**config.mk**
```make
export PLATFORM = sky130hd
export DESIGN_NAME = apb_slave_flat
export DESIGN_NICKNAME = d
export VERILOG_FILES = /design/src/rtl/apb_pkg.sv /design/src/rtl/apb_slave_if.sv /design/src/rtl/apb_slave_mem.sv /design/src/rtl/apb_slave.sv /design/src/flat_wrapper.sv
export SDC_FILE = /design/constraint.sdc
export NUM_CORES = 1
export LEC_CHECK = 0
export BUFFER_PORTS_ARGS = -buffer_cell sky130_fd_sc_hd__buf_2
export CAP_MARGIN = 20
export CORE_ASPECT_RATIO = 1.1
export CORE_MARGIN = 5
export CORE_UTILIZATION = 45
export CTS_CLUSTER_SIZE = 20
export DETAILED_ROUTE_END_ITERATION = 12
export GPL_ROUTABILITY_DRIVEN = 0
export GPL_TIMING_DRIVEN = 0
export HOLD_SLACK_MARGIN = 0.1
export PLACE_DENSITY = 0.6
export SYNTH_ARGS = -nofsm -noshare
export SYNTH_HDL_FRONTEND = slang
export SYNTH_SLANG_ARGS = --single-unit
```
**constraint.sdc**
```tcl
create_clock -name CLK -period 2.8 [get_ports CLK]
set_clock_uncertainty 0.15 [all_clocks]
set_input_delay 0.28 -clock CLK [delete_from_list [all_inputs] [get_ports CLK]]
set_output_delay 0.28 -clock CLK [all_outputs]
set_load 0.01 [all_outputs]
```
**src/rtl/apb_pkg.sv**
```systemverilog
// Shared types and widths for the APB storage slave.
package apb_pkg;

  localparam int APB_ADDR_W = 9;
  localparam int APB_DATA_W = 8;
  localparam int APB_WCNT_W = 4;

  typedef enum logic [1:0] {
    ST_IDLE = 2'd0,
    ST_WAIT = 2'd1,
    ST_DONE = 2'd2
  } apb_state_e;

endpackage

```
**src/rtl/apb_slave_if.sv**
```systemverilog
// APB bus bundle between one master and the storage slave.
interface apb_slave_if;
  import apb_pkg::*;

  logic                  PSEL;
  logic                  PEN;
  logic                  PWRITE;
  logic [APB_ADDR_W-1:0] PADDR;
  logic [APB_DATA_W-1:0] PWDATA;
  logic [APB_DATA_W-1:0] PRDATA;
  logic                  PREADY;
  logic                  PSLVERR;

  modport master (
    output PSEL, PEN, PWRITE, PADDR, PWDATA,
    input  PRDATA, PREADY, PSLVERR
  );

  modport slave (
    input  PSEL, PEN, PWRITE, PADDR, PWDATA,
    output PRDATA, PREADY, PSLVERR
  );

endinterface

```
**src/rtl/apb_slave_mem.sv**
```systemverilog
// DEPTH x 8 storage: synchronous write, asynchronous read, synchronous clear.
module apb_slave_mem
  import apb_pkg::*;
#(
  parameter int DEPTH = 64,
  parameter int AW    = (DEPTH > 1) ? $clog2(DEPTH) : 1
) (
  input  logic                  clk_i,
  input  logic                  rst_i,
  input  logic                  we_i,
  input  logic [AW-1:0]         addr_i,
  input  logic [APB_DATA_W-1:0] wdata_i,
  output logic [APB_DATA_W-1:0] rdata_o
);

  logic [APB_DATA_W-1:0] mem_q [DEPTH];

  always_ff @(posedge clk_i) begin
    if (rst_i) begin
      for (int i = 0; i < DEPTH; i++) begin
        mem_q[i] <= '0;
      end
    end else if (we_i) begin
      mem_q[addr_i] <= wdata_i;
    end
  end

  assign rdata_o = mem_q[addr_i];

endmodule

```
**src/rtl/apb_slave.sv**
```systemverilog
// APB slave with wait-state insertion over a small byte store.
// Optional error response enabled by defining APB_SLAVE_ERR_EN.
//
// state | meaning
// IDLE  | waiting for a setup phase (PSEL=1, PEN=0)
// WAIT  | access phase, PREADY low, counting wait cycles
// DONE  | PREADY high for one cycle, write commits at its end
module apb_slave
  import apb_pkg::*;
#(
  parameter int DEPTH       = 64,
  parameter int WAIT_CYCLES = 2
) (
  input  logic        CLK,
  input  logic        RST,
  apb_slave_if.slave  bus
);

  localparam logic [1:0] S_IDLE = ST_IDLE;
  localparam logic [1:0] S_WAIT = ST_WAIT;
  localparam logic [1:0] S_DONE = ST_DONE;

  localparam int                    MEM_AW  = (DEPTH > 1) ? $clog2(DEPTH) : 1;
  localparam logic [APB_WCNT_W-1:0] WAIT_N  = APB_WCNT_W'(WAIT_CYCLES);
  localparam logic [APB_WCNT_W-1:0] CNT_ONE = APB_WCNT_W'(1);

  logic [1:0]            state_q, state_d;
  logic [APB_WCNT_W-1:0] cnt_q, cnt_d;
  logic [7:0]            addr_q, addr_d;
  logic                  wr_q, wr_d;
  logic [APB_DATA_W-1:0] wdata_q, wdata_d;

  logic                  setup;
  logic                  done;
  logic                  in_range;
  logic                  mem_we;
  logic [APB_DATA_W-1:0] mem_rdata;
  logic                  unused_paddr_msb;

  assign setup            = bus.PSEL & ~bus.PEN;
  assign done             = (state_q == S_DONE);
  assign in_range         = ({1'b0, addr_q} < 9'(DEPTH));
  assign unused_paddr_msb = bus.PADDR[APB_ADDR_W-1];

  always_comb begin
    state_d = state_q;
    cnt_d   = cnt_q;
    addr_d  = addr_q;
    wr_d    = wr_q;
    wdata_d = wdata_q;
    case (state_q)
      S_IDLE: begin
        if (setup) begin
          addr_d  = bus.PADDR[7:0];
          wr_d    = bus.PWRITE;
          wdata_d = bus.PWDATA;
          cnt_d   = '0;
          state_d = (WAIT_CYCLES == 0) ? S_DONE : S_WAIT;
        end
      end
      S_WAIT: begin
        // Losing PSEL mid-wait abandons the transfer without a write.
        if (!bus.PSEL) begin
          state_d = S_IDLE;
        end else if (bus.PEN) begin
          cnt_d = cnt_q + CNT_ONE;
          if (cnt_d == WAIT_N) begin
            state_d = S_DONE;
          end
        end
      end
      S_DONE:  state_d = S_IDLE;
      default: state_d = S_IDLE;
    endcase
  end

  always_ff @(posedge CLK) begin
    if (RST) begin
      state_q <= S_IDLE;
      cnt_q   <= '0;
      addr_q  <= '0;
      wr_q    <= 1'b0;
      wdata_q <= '0;
    end else begin
      state_q <= state_d;
      cnt_q   <= cnt_d;
      addr_q  <= addr_d;
      wr_q    <= wr_d;
      wdata_q <= wdata_d;
    end
  end

  assign mem_we = done & wr_q & in_range;

  apb_slave_mem #(
    .DEPTH (DEPTH),
    .AW    (MEM_AW)
  ) u_mem (
    .clk_i   (CLK),
    .rst_i   (RST),
    .we_i    (mem_we),
    .addr_i  (addr_q[MEM_AW-1:0]),
    .wdata_i (wdata_q),
    .rdata_o (mem_rdata)
  );

  assign bus.PREADY = done;
  assign bus.PRDATA = (done & ~wr_q & in_range) ? mem_rdata : '0;

`ifdef APB_SLAVE_ERR_EN
  assign bus.PSLVERR = done & ~in_range;
`else
  assign bus.PSLVERR = 1'b0;
`endif

endmodule

```
**src/flat_wrapper.sv**
```systemverilog
// flat-port wrapper written by rule: the top's interface ports become plain ports
module apb_slave_flat import apb_pkg::*;
#(
  parameter int DEPTH       = 64,
  parameter int WAIT_CYCLES = 2
)
  (CLK, RST, bus_PSEL, bus_PEN, bus_PWRITE, bus_PADDR, bus_PWDATA, bus_PRDATA, bus_PREADY, bus_PSLVERR);
  apb_slave_if bus_i ();
  input  logic CLK;
  input  logic RST;
  input wire logic [$bits(bus_i.PSEL)-1:0] bus_PSEL;
  input wire logic [$bits(bus_i.PEN)-1:0] bus_PEN;
  input wire logic [$bits(bus_i.PWRITE)-1:0] bus_PWRITE;
  input wire logic [$bits(bus_i.PADDR)-1:0] bus_PADDR;
  input wire logic [$bits(bus_i.PWDATA)-1:0] bus_PWDATA;
  output wire logic [$bits(bus_i.PRDATA)-1:0] bus_PRDATA;
  output wire logic [$bits(bus_i.PREADY)-1:0] bus_PREADY;
  output wire logic [$bits(bus_i.PSLVERR)-1:0] bus_PSLVERR;
  assign bus_i.PSEL = bus_PSEL;
  assign bus_i.PEN = bus_PEN;
  assign bus_i.PWRITE = bus_PWRITE;
  assign bus_i.PADDR = bus_PADDR;
  assign bus_i.PWDATA = bus_PWDATA;
  assign bus_PRDATA = bus_i.PRDATA;
  assign bus_PREADY = bus_i.PREADY;
  assign bus_PSLVERR = bus_i.PSLVERR;
  apb_slave #(.DEPTH(DEPTH), .WAIT_CYCLES(WAIT_CYCLES)) u_core (.CLK(CLK), .RST(RST), .bus(bus_i));
endmodule
```
==> impl_metrics.json <==
{
  "finalWirelength_um": 73310,
  "cts_tree": "done",
  "critPathArrivalTime_ns": 3.15,
  "r2r_cells": 9,
  "drive_gt1_share_pct": 29.56,
  "syn_inst": 1656,
  "finalHoldViolCount": 0,
  "synth_cell_types": 44,
  "violations": "negative setup slack",
  "critical_path_buf_inv_count": 3,
  "fin_area_um2": 30090,
  "finish.utilization_pct": 54.86,
  "detail-route-antenna-nets": 0,
  "synth_top_area_share_pct": 61.83,
  "peakVddDrop_v": 0.0004822,
  "area_delta_synth_final_pct": 20.99,
  "crit_top_cell": "buf_4",
  "rsz0062_at_grt": "yes",
  "synth_seq_area_share_pct": 64.16,
  "worstMarginPinSlew_ns": 1.029,
  "grtUsageTotal_pct": 24.32,
  "grt_pass1_wl_um": 104400,
  "initial_core_util_pct": 45.35,
  "vias_per_cell": 5.660,
  "synthTopCellsByArea": "edfxtp_1, and2_1, mux4_2",
  "worst-path-stages": 8,
  "power_density_nw_per_um2": 589.3,
  "avgSynthCellArea_um2": 15.02,
  "portBuffers": 28,
  "cts_buffers": 55,
  "drt_iter0_markers": 1487,
  "clkSlewWorstSetupHoldPaths_ns": 0.06,
  "async_flop_share_pct": 0,
  "yosysTopAreaCell": "edfxtp_1",
  "crit_slowest_cell": "dfxtp_2",
  "die_x_um": 234.1,
  "io_pins": 32,
  "net-switching-power_uw": 4063,
  "die_area_um2": 60070,
  "first_global_vias": 15196,
  "combPwrFrac_pct": 7.6,
  "endpoint_kind": "primary output",
  "power.leakage_uw": 0.01056,
  "maxSlewViolCount": 0,
  "cp_max_fo": 10,
  "synth_warnings": 0,
  "finalCriticalPeriod_ns": 3.584,
  "synth.most_common_cell": "and2_1",
  "fillers": 4432,
  "min_path_cells": 4,
  "max_stage_delay_ns": 0.45,
  "fmax_mhz": 279.1,
  "layout.nets": 1879,
  "finalSetupViolations": 8,
  "drt-wirelength-per-cell_um": 27.82,
  "dpl.hpwl_um": 48650,
  "cp_top_family": "buffers and inverters",
  "dr_total_vias": 14913,
  "clkLatencyLatePin_ns": 0.63,
  "synth-seq-cells": 541,
  "outcome": "finished with violations",
  "power_frac_seq_pct": 51.6,
  "antenna_found_initial": 3,
  "hold_class": "in -> reg",
  "overflow": 0,
  "netlist_area_um2": 24870,
  "clockRootBuffer": "clkbuf_16",
  "p_int_uw": 13670,
  "std_cell_rows": 90,
  "critPathLaunchType": "flip-flop",
  "cts_buffer_depth": 3,
  "max_cap_violations": 0,
  "core_um2": 54840,
  "htree_levels": 2,
  "firstDrtPassIters": 7,
  "placed_area_um2": 25960,
  "maxSlewHeadroom_pct": 31.37,
  "synth_fp_nets": 1680,
  "min_period_over_period_pct": 128.0,
  "path_class": "reg -> out",
  "clock_sinks": 541,
  "synth-edff-count": 512,
  "synthFlopType": "edfxtp_1",
  "die_h_um": 256.6,
  "fin_ws_ns": -0.7835,
  "worstPathCellList": "buf_4, buf_4, mux4_2, mux2i_1, o21ai_0, nor2_1, o31ai_4, buf_2",
  "pwr-share-clk_pct": 40.7,
  "cp.required_ns": 2.37,
  "switching_share_pct": 22.92,
  "grt_max_degree": 15,
  "drc": 0,
  "synthTopCellsByCount": "and2_1, edfxtp_1, mux4_2, clkbuf_1, nor2_1"
}
power groups by stage:
stage | Combinational, uW | Sequential, uW | Clock, uW
after floorplan | 671 | 9280 | 0
after global placement | 1100 | 9310 | 0
after detailed placement | 1110 | 9320 | 0
after CTS | 1310 | 9150 | 7270
after global routing | 1410 | 9170 | 7580
final | 1350 | 9160 | 7220
kinds of logic after synthesis:
logic type | after synthesis | share of synthesized area [%]
mux | 178 | 14.10
flops | 541 | 64.16
buf+inv | 122 | 2.239
other cells | 1 | 0.01508
xor+xnor | 2 | 0.07045
compound gates | 63 | 1.625
simple gates | 747 | 17.69
fa+ha+maj | 2 | 0.1006
worst register-to-register path: stages (launching register included):
cell and delay [ns]:
dfxtp_2 0.32, or4b_4 0.61, buf_6 0.17, nor4_4 0.15, buf_6 0.18, nand3b_1 0.17
buf_4 0.21, buf_6 0.14, nor2_4 0.15, or2_4 0.25
sequential cells by signal, indices dropped and copies added (netlist names), named ones only:
register / count
u_core.wr_q: 1
u_core.state_q: 2
u_core.wdata_q: 8
u_core.u_mem.mem_q: 512
u_core.addr_q: 8
u_core.cnt_q: 4
layer usage:
| metal | up-vias | track usage [%] | share of wire, % |
|---|---|---|---|
| met2 | 644 | 39.43 | 49 |
| met5 | - | 0 | 0.033 |
| li1 | 6459 | - | - |
| met4 | 4 | 9.463 | 4.0 |
| met3 | 174 | 4.603 | 8.1 |
| met1 | 7632 | 32.70 | 39 |
final cells by class:
| cell class | count | area [um2] | share of cell area, % |
|---|---|---|---|
| clock buffer | 68 | 1425 | 4.737 |
| antenna | 1 | 2.502 | 0.008317 |
| inverter | 4 | 15.01 | 0.04990 |
| sequential | 541 | 15960 | 53.06 |
| tap | 736 | 920.9 | 3.061 |
| buffer | 113 | 789.5 | 2.624 |
| clock inverter | 32 | 287.8 | 0.9565 |
| timing repair buffer | 147 | 1324 | 4.400 |
| multi-input combinational | 993 | 9359 | 31.11 |
stage by stage:
stage          worst slack [ns]  hold WS, ns  TNS [ns]  power (uW)  std cells
5_1_grt                 -0.8086       0.3194    -8.531       18160       2634
3_5_place_dp             -1.191       0.3061   -322.48       10430       2422
4_1_cts                 -0.7764       0.2748    -14.58       17730       2585
6_report                -0.7835       0.2893    -5.574       17730       2635
2_1_floorplan            0.3717       0.2264         0        9951       1656
3_3_place_gp             -1.182       0.2945   -307.28       10410       2420
what timing repair did:
item	in CTS	in global routing
hold endpoints to repair	26	0
pin swaps	14	56
hold buffers	27	0
gates resized for setup	298	60
cloned	3	1
buffers inserted	33	53
endpoints found under the setup margin	939	502
path summary, 6_finish.rpt:
check	start	endpoint	slack, ns
max	flip-flop	bus_PRDATA[2]	-0.78
min	bus_PADDR[6]	u_core.addr_q[6]$_SDFFE_PP0P_	0.29
max reg2reg	u_core.addr_q[6]$_SDFFE_PP0P_	u_core.u_mem.mem_q[29][1]$_SDFFCE_PN0P_	0
min reg2reg	u_core.addr_q[6]$_SDFFE_PP0P_	u_core.addr_q[6]$_SDFFE_PP0P_	0.31
cell usage in the layout, fill, tap and decap left out, drive strengths merged, types with 27 or more instances in the layout:
| master | instances |
|---|---|
| clkbuf | 147 |
| mux4 | 137 |
| buf | 154 |
| or2 | 65 |
| dlygate4sd3 | 27 |
| nor2 | 80 |
| and2 | 514 |
| mux2i | 41 |
| dfxtp | 29 |
| nand2 | 47 |
| edfxtp | 512 |
Power figures use the tool's default switching activity.
